--- config.mk ---
export PLATFORM = sky130hd
export DESIGN_NAME = ras_ctrl
export DESIGN_NICKNAME = d
export VERILOG_FILES = /design/src/rtl/ras_ctrl.sv
export SDC_FILE = /design/constraint.sdc
export NUM_CORES = 1
export LEC_CHECK = 0
export CAP_MARGIN = 20
export CORE_ASPECT_RATIO = 0.8
export CORE_MARGIN = 3
export CORE_UTILIZATION = 50
export DETAILED_ROUTE_END_ITERATION = 16
export GPL_TIMING_DRIVEN = 0
export MAX_ROUTING_LAYER = met4
export PLACE_DENSITY = 0.69
export SLEW_MARGIN = 25
export SYNTH_ARGS = -nofsm -noshare
export SYNTH_HDL_FRONTEND = slang
export SYNTH_SLANG_ARGS = --single-unit
--- constraint.sdc ---
create_clock -name CLK -period 4.3 [get_ports CLK]
set_input_delay 0.43 -clock CLK [delete_from_list [all_inputs] [get_ports CLK]]
set_output_delay 0.43 -clock CLK [all_outputs]
set_load 0.05 [all_outputs]
--- src/rtl/ras_ctrl.sv ---
// rtl/ras_ctrl.sv - return address stack controller with checkpoint/restore
module ras_ctrl #(
  parameter int RAS_ENTRIES      = 8,
  parameter int LOG_RAS_ENTRIES  = $clog2(RAS_ENTRIES),
  parameter int RAS_TARGET_WIDTH = 31
) (
  input  logic                        CLK,
  input  logic                        RST,
  input  logic                        push_valid,
  input  logic [RAS_TARGET_WIDTH-1:0] push_target,
  input  logic                        pop_valid,
  output logic [RAS_TARGET_WIDTH-1:0] pop_target_out,
  output logic                        pop_target_valid_out,
  output logic [LOG_RAS_ENTRIES-1:0]  ckpt_ptr_out,
  output logic [LOG_RAS_ENTRIES:0]    ckpt_count_out,
  input  logic                        restore_valid,
  input  logic [LOG_RAS_ENTRIES-1:0]  restore_ptr,
  input  logic [LOG_RAS_ENTRIES:0]    restore_count
);

  localparam logic [LOG_RAS_ENTRIES:0] COUNT_MAX = (LOG_RAS_ENTRIES+1)'(RAS_ENTRIES);
  localparam logic [LOG_RAS_ENTRIES:0] COUNT_ONE = (LOG_RAS_ENTRIES+1)'(1);

  logic [RAS_TARGET_WIDTH-1:0] entries [RAS_ENTRIES];
  logic [LOG_RAS_ENTRIES-1:0]  ptr;
  logic [LOG_RAS_ENTRIES:0]    count;

  logic [LOG_RAS_ENTRIES-1:0]  ptr_inc;
  logic [LOG_RAS_ENTRIES-1:0]  ptr_dec;
  logic                        count_nz;
  logic                        do_push;
  logic                        do_pop;

  always_comb begin
    ptr_inc  = ptr + 1'b1;
    ptr_dec  = ptr - 1'b1;
    count_nz = (count != '0);
    do_push  = push_valid & ~restore_valid;
    do_pop   = pop_valid & ~restore_valid;
  end

  // Read side is purely combinational from the registered state.
  assign pop_target_out       = entries[ptr];
  assign pop_target_valid_out = do_pop & count_nz;
  assign ckpt_ptr_out         = ptr;
  assign ckpt_count_out       = count;

  always_ff @(posedge CLK) begin
    if (RST) begin
      ptr   <= '1;
      count <= '0;
      for (int i = 0; i < RAS_ENTRIES; i++) begin
        entries[i] <= '0;
      end
    end else if (restore_valid) begin
      ptr   <= restore_ptr;
      count <= (restore_count > COUNT_MAX) ? COUNT_MAX : restore_count;
    end else if (do_push && do_pop) begin
      // Replace top in place: the return consumes it, the call supplies a new one.
      entries[ptr] <= push_target;
      if (!count_nz) begin
        count <= COUNT_ONE;
      end
    end else if (do_push) begin
      ptr              <= ptr_inc;
      entries[ptr_inc] <= push_target;
      if (count != COUNT_MAX) begin
        count <= count + 1'b1;
      end
    end else if (do_pop && count_nz) begin
      ptr   <= ptr_dec;
      count <= count - 1'b1;
    end
  end

endmodule

==> Word level (Yosys, flattened, before mapping) <==
Memories as Yosys holds them, arrays and structs flattened. A register that Yosys moved wholly into a read port is not among the register bits.
Index checks and enable logic that the tools add are counted.
{ "word_totals": {"regBits": 7, "mem_bits_rw": 248, "input_bits": 43, "output_inout_bits": 39, "wordCells": 55, "n_memories": 1} }
{ "memory_table": {"columns": ["name", "depth", "word_bits", "read_ports", "rd_clocked_by_memory_dff", "write_ports", "line_no", "rtl"], "rows": [
  ["entries", 8, 31, 1, 1, 8, "24", "logic [RAS_TARGET_WIDTH-1:0] entries [RAS_ENTRIES];"]
]} }
{ "classes": {"add_sub_neg": 4, "n_lt_le_gt_ge": 1, "eq_ne": 4, "n_mux": 30, "bitwise": 4, "n_reduce_logical": 9} }
{ "ops": {"columns": ["op", "count"], "rows": [
  ["$mux 31", 2],
  ["$reduce_or 31->1", 2],
  ["$mux 4", 7],
  ["$mux 3", 8],
  ["$mux 1", 13],
  ["$reduce_bool 4->1", 2],
  ["$add 4x1->4 const B", 1],
  ["$gt 4x4->1 const B", 1],
  ["$ne 4x2->1 const B", 1],
  ["$ne 4x4->1 const B", 1],
  ["$sub 4x1->4 const B", 1],
  ["$add 3x1->3 const B", 1],
  ["$and 1x1->1", 3],
  ["$ne 3x3->1 const B", 1],
  ["$reduce_and 3->1", 1],
  ["$reduce_bool 3->1", 1],
  ["$sub 3x1->3 const B", 1],
  ["$logic_and 1x1->1", 2],
  ["$ne 2x2->1 const B", 1],
  ["$reduce_and 2->1", 1],
  ["$not 1->1", 1]
]} }

==> Longest topological paths before layout <==
Gate-level depths: netlist of run 1.
{ "logic_depth": {"depth_word": 10, "ltp_mapped": 9, "depth_no_buf": 7} }

==> Least setup slack after synthesis of run 1 <==
OpenSTA, ideal clock, no wires.
{ "synth_timing": {"path_type": "reg2reg", "start": "register ptr[0] (netlist: ckpt_ptr_out[0])", "end": "memory entries[0][0] (enable)", "setup_ns": 0.374, "arrival_time_ns": 2.273, "t_required_ns": 3.926, "slack_ns": 1.653, "stages_incl_launch_ff": 6, "path_buffers": 0, "period_less_slack_ns": 2.647, "path_cell_list": "dfxtp_1 > inv_1 > ha_1 > mux2_4 > nor3_4 > or2_2"} }
{ "synth_rtl": {"columns": ["element", "line_no", "rtl"], "rows": [
  ["start, declared", "25", "logic [LOG_RAS_ENTRIES-1:0] ptr;"],
  ["start signal, assigned", "56", "ptr <= restore_ptr;"],
  ["start signal, assigned", "65", "ptr <= ptr_inc;"],
  ["start signal, assigned", "71", "ptr <= ptr_dec;"],
  ["end, declared", "24", null]
]} }

==> results of run 1 <==
-- cell type report --
class / instances / share of cell area (%)
Clock buffer: 30 / 4.73
Clock inverter: 18 / 1.30
Multi-Input combinational cell: 422 / 28.8
Buffer: 45 / 2.01
Tap cell: 312 / 2.78
Sequential cell: 258 / 54.4
Timing Repair Buffer: 81 / 5.77
Inverter: 7 / 0.187
-- per-stage QoR --
step / utilization, % / instances / worst slack [ps] / instance area [µm²]
global route: 59.8 / 1173 / 393 / 14100
floorplan: - / 732 / 1650 / 12000
finish: 59.8 / 1173 / 540 / 14100
detailed placement: 56.1 / 1125 / 726 / 13200
CTS: 59.7 / 1173 / 486 / 14100
global placement: 56.1 / 1125 / 790 / 13200
-- routing by layer --
metal / global-route usage [%] / part of all wire [%]
met5: - / 0
met2: 34.7 / 49
met4: 4.68 / 1.8
met3: 3.41 / 5.6
met1: 30.6 / 44
-- cells in the final DEF (no fill, tap or decap), drive strengths merged, types with 10 or more instances in the layout --
master and count:
and2 249, buf 33, clkbuf 42, clkdlybuf4s50 81, clkinv 12, dfxtp 10
edfxtp 248, mux2 32, mux4 62, nor3 11
-- how the worst max path moves through the flow --
stage                                       startpoint                            to  depth (start not counted)
after floorplan           ckpt_ptr_out[0]$_SDFFE_PP1P_   entries[0][0]$_SDFFCE_PN0P_                          5
after global placement                       pop_valid  entries[4][12]$_SDFFCE_PN0P_                          6
after detailed placement                     pop_valid  entries[4][13]$_SDFFCE_PN0P_                          6
after CTS                                     register            pop_target_out[16]                          5
after global routing                          register            pop_target_out[16]                          5
final                                         register            pop_target_out[16]                          5
-- critical path, delay by kind of cell, from the launching register on --
family	cells	cell delay, ps
mux	2	730
buf+inv	3	1740
flops	1	330
-- cells by family (layout without fill, tap and decap cells) --
| kind of cell | after synthesis | after routing | synth area share [%] |
|---|---|---|---|
| simple gates | 294 | 294 | 16.0 |
| mux | 99 | 99 | 15.2 |
| buf+inv | 52 | 181 | 2.58 |
| flops | 258 | 258 | 63.7 |
| fa+ha+maj | 5 | 5 | 0.584 |
| xor+xnor | 6 | 6 | 0.751 |
| compound gates | 18 | 18 | 1.18 |
-- report_power, final --
| group | switching (mW) | internal, mW | total, mW |
|---|---|---|---|
| registers | 0.0419 | 2.86 | 2.91 |
| logic | 0.521 | 0.355 | 0.876 |
| clock network | 0.940 | 1.30 | 2.24 |
| total | 1.50 | 4.52 | 6.02 |
-- state kept, by name (all words and copies together), names as in the netlist, named ones only --
register        flops
ckpt_count_out      4
ckpt_ptr_out        3
entries           248
==> metrics.md, run 1 <==
| Metric | Value |
|---|---|
| Worst min-delay path class | `input port to register` |
| Detailed Route WL | `26400 µm` |
| Port Buffer Count | `81` |
| Worst-path cell chain | `buf_1, clkbuf_1, mux4_2, mux2_2, clkdlybuf4s50_1` |
| Number of gates resized after CTS | `0` |
| Fill cells | `1821` |
| Yosys reg bits | `258` |
| Asr flop ratio synth | `0%` |
| Drt first pass iters | `5` |
| PD cells | `428 nW/µm²` |
| R2R Path End | `entries[0][7]$_SDFFCE_PN0P_` |
| Largest net degree at the start of global routing | `32` |
| CTS Root Cell | `clkbuf_16` |
| CTS sink cnt | `258` |
| Number of max-cap violations | `0` |
| Mapped Nets | `780` |
| Max Clk Rate | `266 MHz` |
| Tcrit/Tclk final | `87.4%` |
| Fin Hold WS | `548 ps` |
| Num ports | `82` |
| Synth Cell Area | `12000 µm²` |
| Multi-input combinational cell area | `4060 µm²` |
| Final Critical Period | `3760 ps` |
| CTS clk-pin slew, worst paths | `60 ps` |
| Total gr overflow | `0` |
| Final setup vio count | `0` |
| Final setup TNS | `0 ps` |
| Num CTS Buffers | `26` |
| Synth top area share | `62.1%` |
| Starting Density | `51.0%` |
| Syn avg cell area | `16.4 µm²` |
| Req. time, crit path | `3870 ps` |
| Worst hold stages | `3` |
| Worst-Skew Late Latency | `530 ps` |
| Top-count cell post-synth | `and2_1` |
| Peak supply drop | `0.248 mV` |
| Seq/Total Area, Yosys | `63.7%` |
| Post-route DRC | `0` |
| Distinct cells, synth | `44` |
| Die Footprint | `25900 µm²` |
| Register Area | `7650 µm²` |
| Hold_sp | `restore_ptr[0]` |
| Setup bufs post-CTS | `0` |
| Synth top cells by count | `and2_1 (249), edfxtp_1 (248), mux4_2 (62)` |
| Worst Path Class, Setup | `register to output pin` |
| Leak | `5.22 nW` |
| Post-synth EDFFs | `248` |
| Critical path fanouts, max | `10` |
| Ys flop type | `edfxtp_1` |
| Top post-synthesis cells by area | `edfxtp_1 (62%), and2_1 (13%), mux4_2 (12%), mux2_2 (2.9%), dfxtp_1 (1.7%)` |
| Worst-Margin Slew | `972 ps` |
| Final net count | `889` |
| Row count | `50` |
| Post-synth top area cell | `edfxtp_1` |
| Reg-to-reg slack, setup | `1460 ps` |
| Initial antenna violation count | `0` |
| Start of the worst register-to-register path | `ckpt_ptr_out[1]$_SDFFE_PP1P_` |
| H-tree levels | `1` |
| Yosys Warn Count | `0` |
| Status | `completed` |
| Die extent in x | `179 µm` |
| Pwr Total | `6.02 mW` |
| Global-route wire length before repair | `41000 µm` |
| Area Growth Syn to Fin | `17.2%` |
| Antenna Cells | `0` |
| CP max-delay cell | `clkdlybuf4s50_1` |
| Number of hold buffers added after cts | `0` |
| Antenna viol nets, final | `0` |
| Vias/cell | `5.61` |
| Post-Syn Instances | `732` |
| Vias in the first global route | `7009` |
| Data arrival, critical path | `3330 ps` |
| Layout Skew | `14.5 ps` |
| DR vias | `6586` |
| Relative slew slack | `35.2%` |
| Slew Limit Fails | `0` |
| Fin. Hold Viols | `0` |
| Crit start category | `register` |
| RSZ-0062 raised after global routing | `false` |
| CTS tree | `done` |
| Cells on worst reg2reg path | `5` |
| GR Util All Layers | `21.9%` |
| Gpl congestion | `0.789` |
| HPWL Detailed | `16000 µm` |
| Initial DRC Count | `493` |
| CTS Buffer Depth | `3` |
| Max incr delay on CP | `700 ps` |
| Share of layout cells above drive strength 1 | `22.1%` |
| Core Area | `23500 µm²` |
| WL/cell | `22.5 µm` |
| Worst Setup End Kind | `output pin` |
| Die Height | `145 µm` |
No activity file was read; power rests on OpenSTA's default activity.
==> inputs of run 2 (changes only) <==
- ABC_AREA: unset -> 1
- CORE_ASPECT_RATIO: 0.8 -> unset
==> metrics.md, run 2 <==
| Metric | Value |
|---|---|
| Largest net degree at the start of global routing | `22` |
| Worst min-delay path class | `register to register` |
| Seq/Total Area, Yosys | `59.8%` |
| Number of gates resized after CTS | `0` |
| Antenna viol nets, final | `0` |
| Worst Path Class, Setup | `register to output pin` |
| CTS sink cnt | `258` |
| RSZ-0062 raised after global routing | `false` |
| Relative slew slack | `34.6%` |
| Die Height | `166 µm` |
| Num CTS Buffers | `27` |
| Peak supply drop | `0.291 mV` |
| Gpl congestion | `0.848` |
| Ys flop type | `edfxtp_1` |
| Switch Pwr | `1.96 mW` |
| Post-Syn Instances | `1096` |
| HPWL Detailed | `23000 µm` |
| Row count | `57` |
| Worst-Margin Slew | `980 ps` |
| Initial antenna violation count | `0` |
| Drt first pass iters | `5` |
| Synth top area share | `58.3%` |
| PD cells | `429 nW/µm²` |
| Post-synth top area cell | `edfxtp_1` |
| Worst Setup End Kind | `output pin` |
| CTS tree | `done` |
| Fin. Hold Viols | `0` |
| Status | `completed` |
| Layout Skew | `8.60 ps` |
| Share of layout cells above drive strength 1 | `20.3%` |
| Crit start category | `register` |
| Post-synth EDFFs | `248` |
| DP Area | `14300 µm²` |
| Vias in the first global route | `9071` |
| Commonest cells after routing, fill and taps aside | `edfxtp_1 (248), nand2_1 (131), nor3_2 (124), nor3_1 (124), clkdlybuf4s50_1 (81)` |
| Distinct cells, synth | `30` |
| Post-route DRC | `0` |
| Max reg flops | `248` |
| Fill cells | `1960` |
| Data arrival, critical path | `3250 ps` |
| Setup WS post-layout | `620 ps` |
| Combinational power share | `22.1%` |
| Biggest register | `entries` |
| Port Buffer Count | `81` |
| Mapped Nets | `1144` |
| Total gr overflow | `0` |
| Vias/cell | `5.92` |
| CTS clk-pin slew, worst paths | `60 ps` |
| Final Critical Period | `3680 ps` |
| Slew Limit Fails | `0` |
| CTS Root Cell | `clkbuf_16` |
| Starting Density | `51.7%` |
| Yosys Warn Count | `0` |
| Synth top cells by count | `edfxtp_1 (248), nand2_1 (131), nor3_1 (124), nor3_2 (124)` |
| Global-route wire length before repair | `51900 µm` |
| Syn avg cell area | `11.7 µm²` |
| Antenna Cells | `0` |
| Final setup vio count | `0` |
| CTS Buffer Depth | `3` |
| Yosys reg bits | `258` |
| Core Area | `24700 µm²` |
| Worst-Skew Late Latency | `530 ps` |
| Req. time, crit path | `3870 ps` |
| Die Footprint | `27500 µm²` |
| Critical path fanouts, max | `10` |
| Top post-synthesis cells by area | `edfxtp_1 (58%), nor3_2 (9.7%), mux2i_1 (4.9%), nor3_1 (4.9%), nand2_1 (3.8%)` |
| Sw Share | `30.3%` |
| Setup bufs post-CTS | `0` |
| H-tree levels | `1` |
| DR vias | `9195` |
| Clock power frac | `32.9%` |
| Final net count | `1263` |
| Number of hold buffers added after cts | `0` |
| GR Util All Layers | `24.4%` |
| Dpl ws | `1180 ps` |
| Commonest non-fill, non-tap cell in the layout | `edfxtp_1` |
| Number of max-cap violations | `0` |
| Detailed Route WL | `33600 µm` |
| Pwr Total | `6.47 mW` |
| Int Pwr | `4.51 mW` |
| Tcrit/Tclk final | `85.6%` |
| WL/cell | `21.6 µm` |
| Num ports | `82` |
| Design area | `15100 µm²` |
| Top-count cell post-synth | `edfxtp_1` |
| Initial DRC Count | `847` |
| Die extent in x | `166 µm` |
| Seq pwr share | `45.0%` |
| Asr flop ratio synth | `0%` |
| Area Growth Syn to Fin | `18.1%` |
| Synth Cell Area | `12800 µm²` |
| Max Clk Rate | `272 MHz` |
| Leak | `5.34 nW` |
run 2: layout make-up:
| class | instances | area (µm²) | area share (%) |
|---|---|---|---|
| flip-flops and latches | 258 | 7650 | 50.6 |
| multi-input cells | 694 | 4470 | 29.6 |
| repair buffers | 90 | 1050 | 6.93 |
| clock buffers | 35 | 706 | 4.67 |
| plain buffers | 93 | 559 | 3.70 |
| well taps | 324 | 405 | 2.68 |
| inverters | 51 | 191 | 1.27 |
| clock inverters | 9 | 70.1 | 0.464 |
run 2: logic make-up (layout without fill, tap and decap cells):
group / count (synthesis) / count (layout) / share of synthesized area, %
and+or+nand+nor: 481 / 481 / 22.2
DFF: 258 / 258 / 59.8
AOI/OAI and AO/OA: 144 / 144 / 6.53
buffers and inverters: 144 / 278 / 5.87
muxes: 62 / 62 / 4.86
adders and majority gates: 5 / 5 / 0.548
xor gates and xnor gates: 2 / 2 / 0.196
run 2: power by group through the flow:
stage	Clock [mW]	Sequential (mW)	Combinational, mW
finish	2.13	2.92	1.43
global route	2.25	2.93	1.52
CTS	2.15	2.92	1.43
detailed placement	0	2.97	1.42
global placement	0	2.98	1.36
floorplan	0	2.99	0.898
run 2: path summary, 6_finish.rpt:
path	slack [ps]	to	cells past startpoint	start
max	620	pop_target_out[0]	8	register
min	530	ckpt_count_out[2]$_SDFFE_PP0P_	2	ckpt_count_out[2]$_SDFFE_PP0P_
max reg2reg	1760	entries[4][25]$_SDFFCE_PN0P_	8	ckpt_ptr_out[0]$_SDFFE_PP1P_
min reg2reg	530	ckpt_count_out[2]$_SDFFE_PP0P_	2	ckpt_count_out[2]$_SDFFE_PP0P_
run 2: worst max-delay path, cell delays in order, from the launching register on:
cell	delay, ps
dfxtp_1	320
buf_2	230
buf_2	350
buf_2	380
o21ai_0	150
o22ai_1	270
nand2_1	80
nand2_1	110
clkdlybuf4s50_1	810
run 2: per-stage QoR:
step | TNS, ps | hold slack [ps] | utilization, % | std cells
after floorplan | 0 | 624 | - | 1096
after global placement | -437520 | 535 | 56.6 | 1501
after detailed placement | 0 | 532 | 57.9 | 1510
after CTS | 0 | 538 | 61.0 | 1554
after global routing | 0 | 577 | 61.0 | 1554
final | 0 | 534 | 61.0 | 1554
run 2: per-layer routing:
layer	part of all wire [%]	routed length, µm	track usage (%)	vias up
met4	3.1	1040	7.41	0
met1	42	14200	33.4	4506
met2	48	16000	39.0	388
met5	0	0	-	-
li1	-	-	-	4229
met3	7.2	2430	2.64	72
==> inputs of run 3 (changes only) <==
- GPL_ROUTABILITY_DRIVEN: unset -> 0
==> results of run 3 <==
The final DEF is identical to that of run 2; final timing and power are the same.
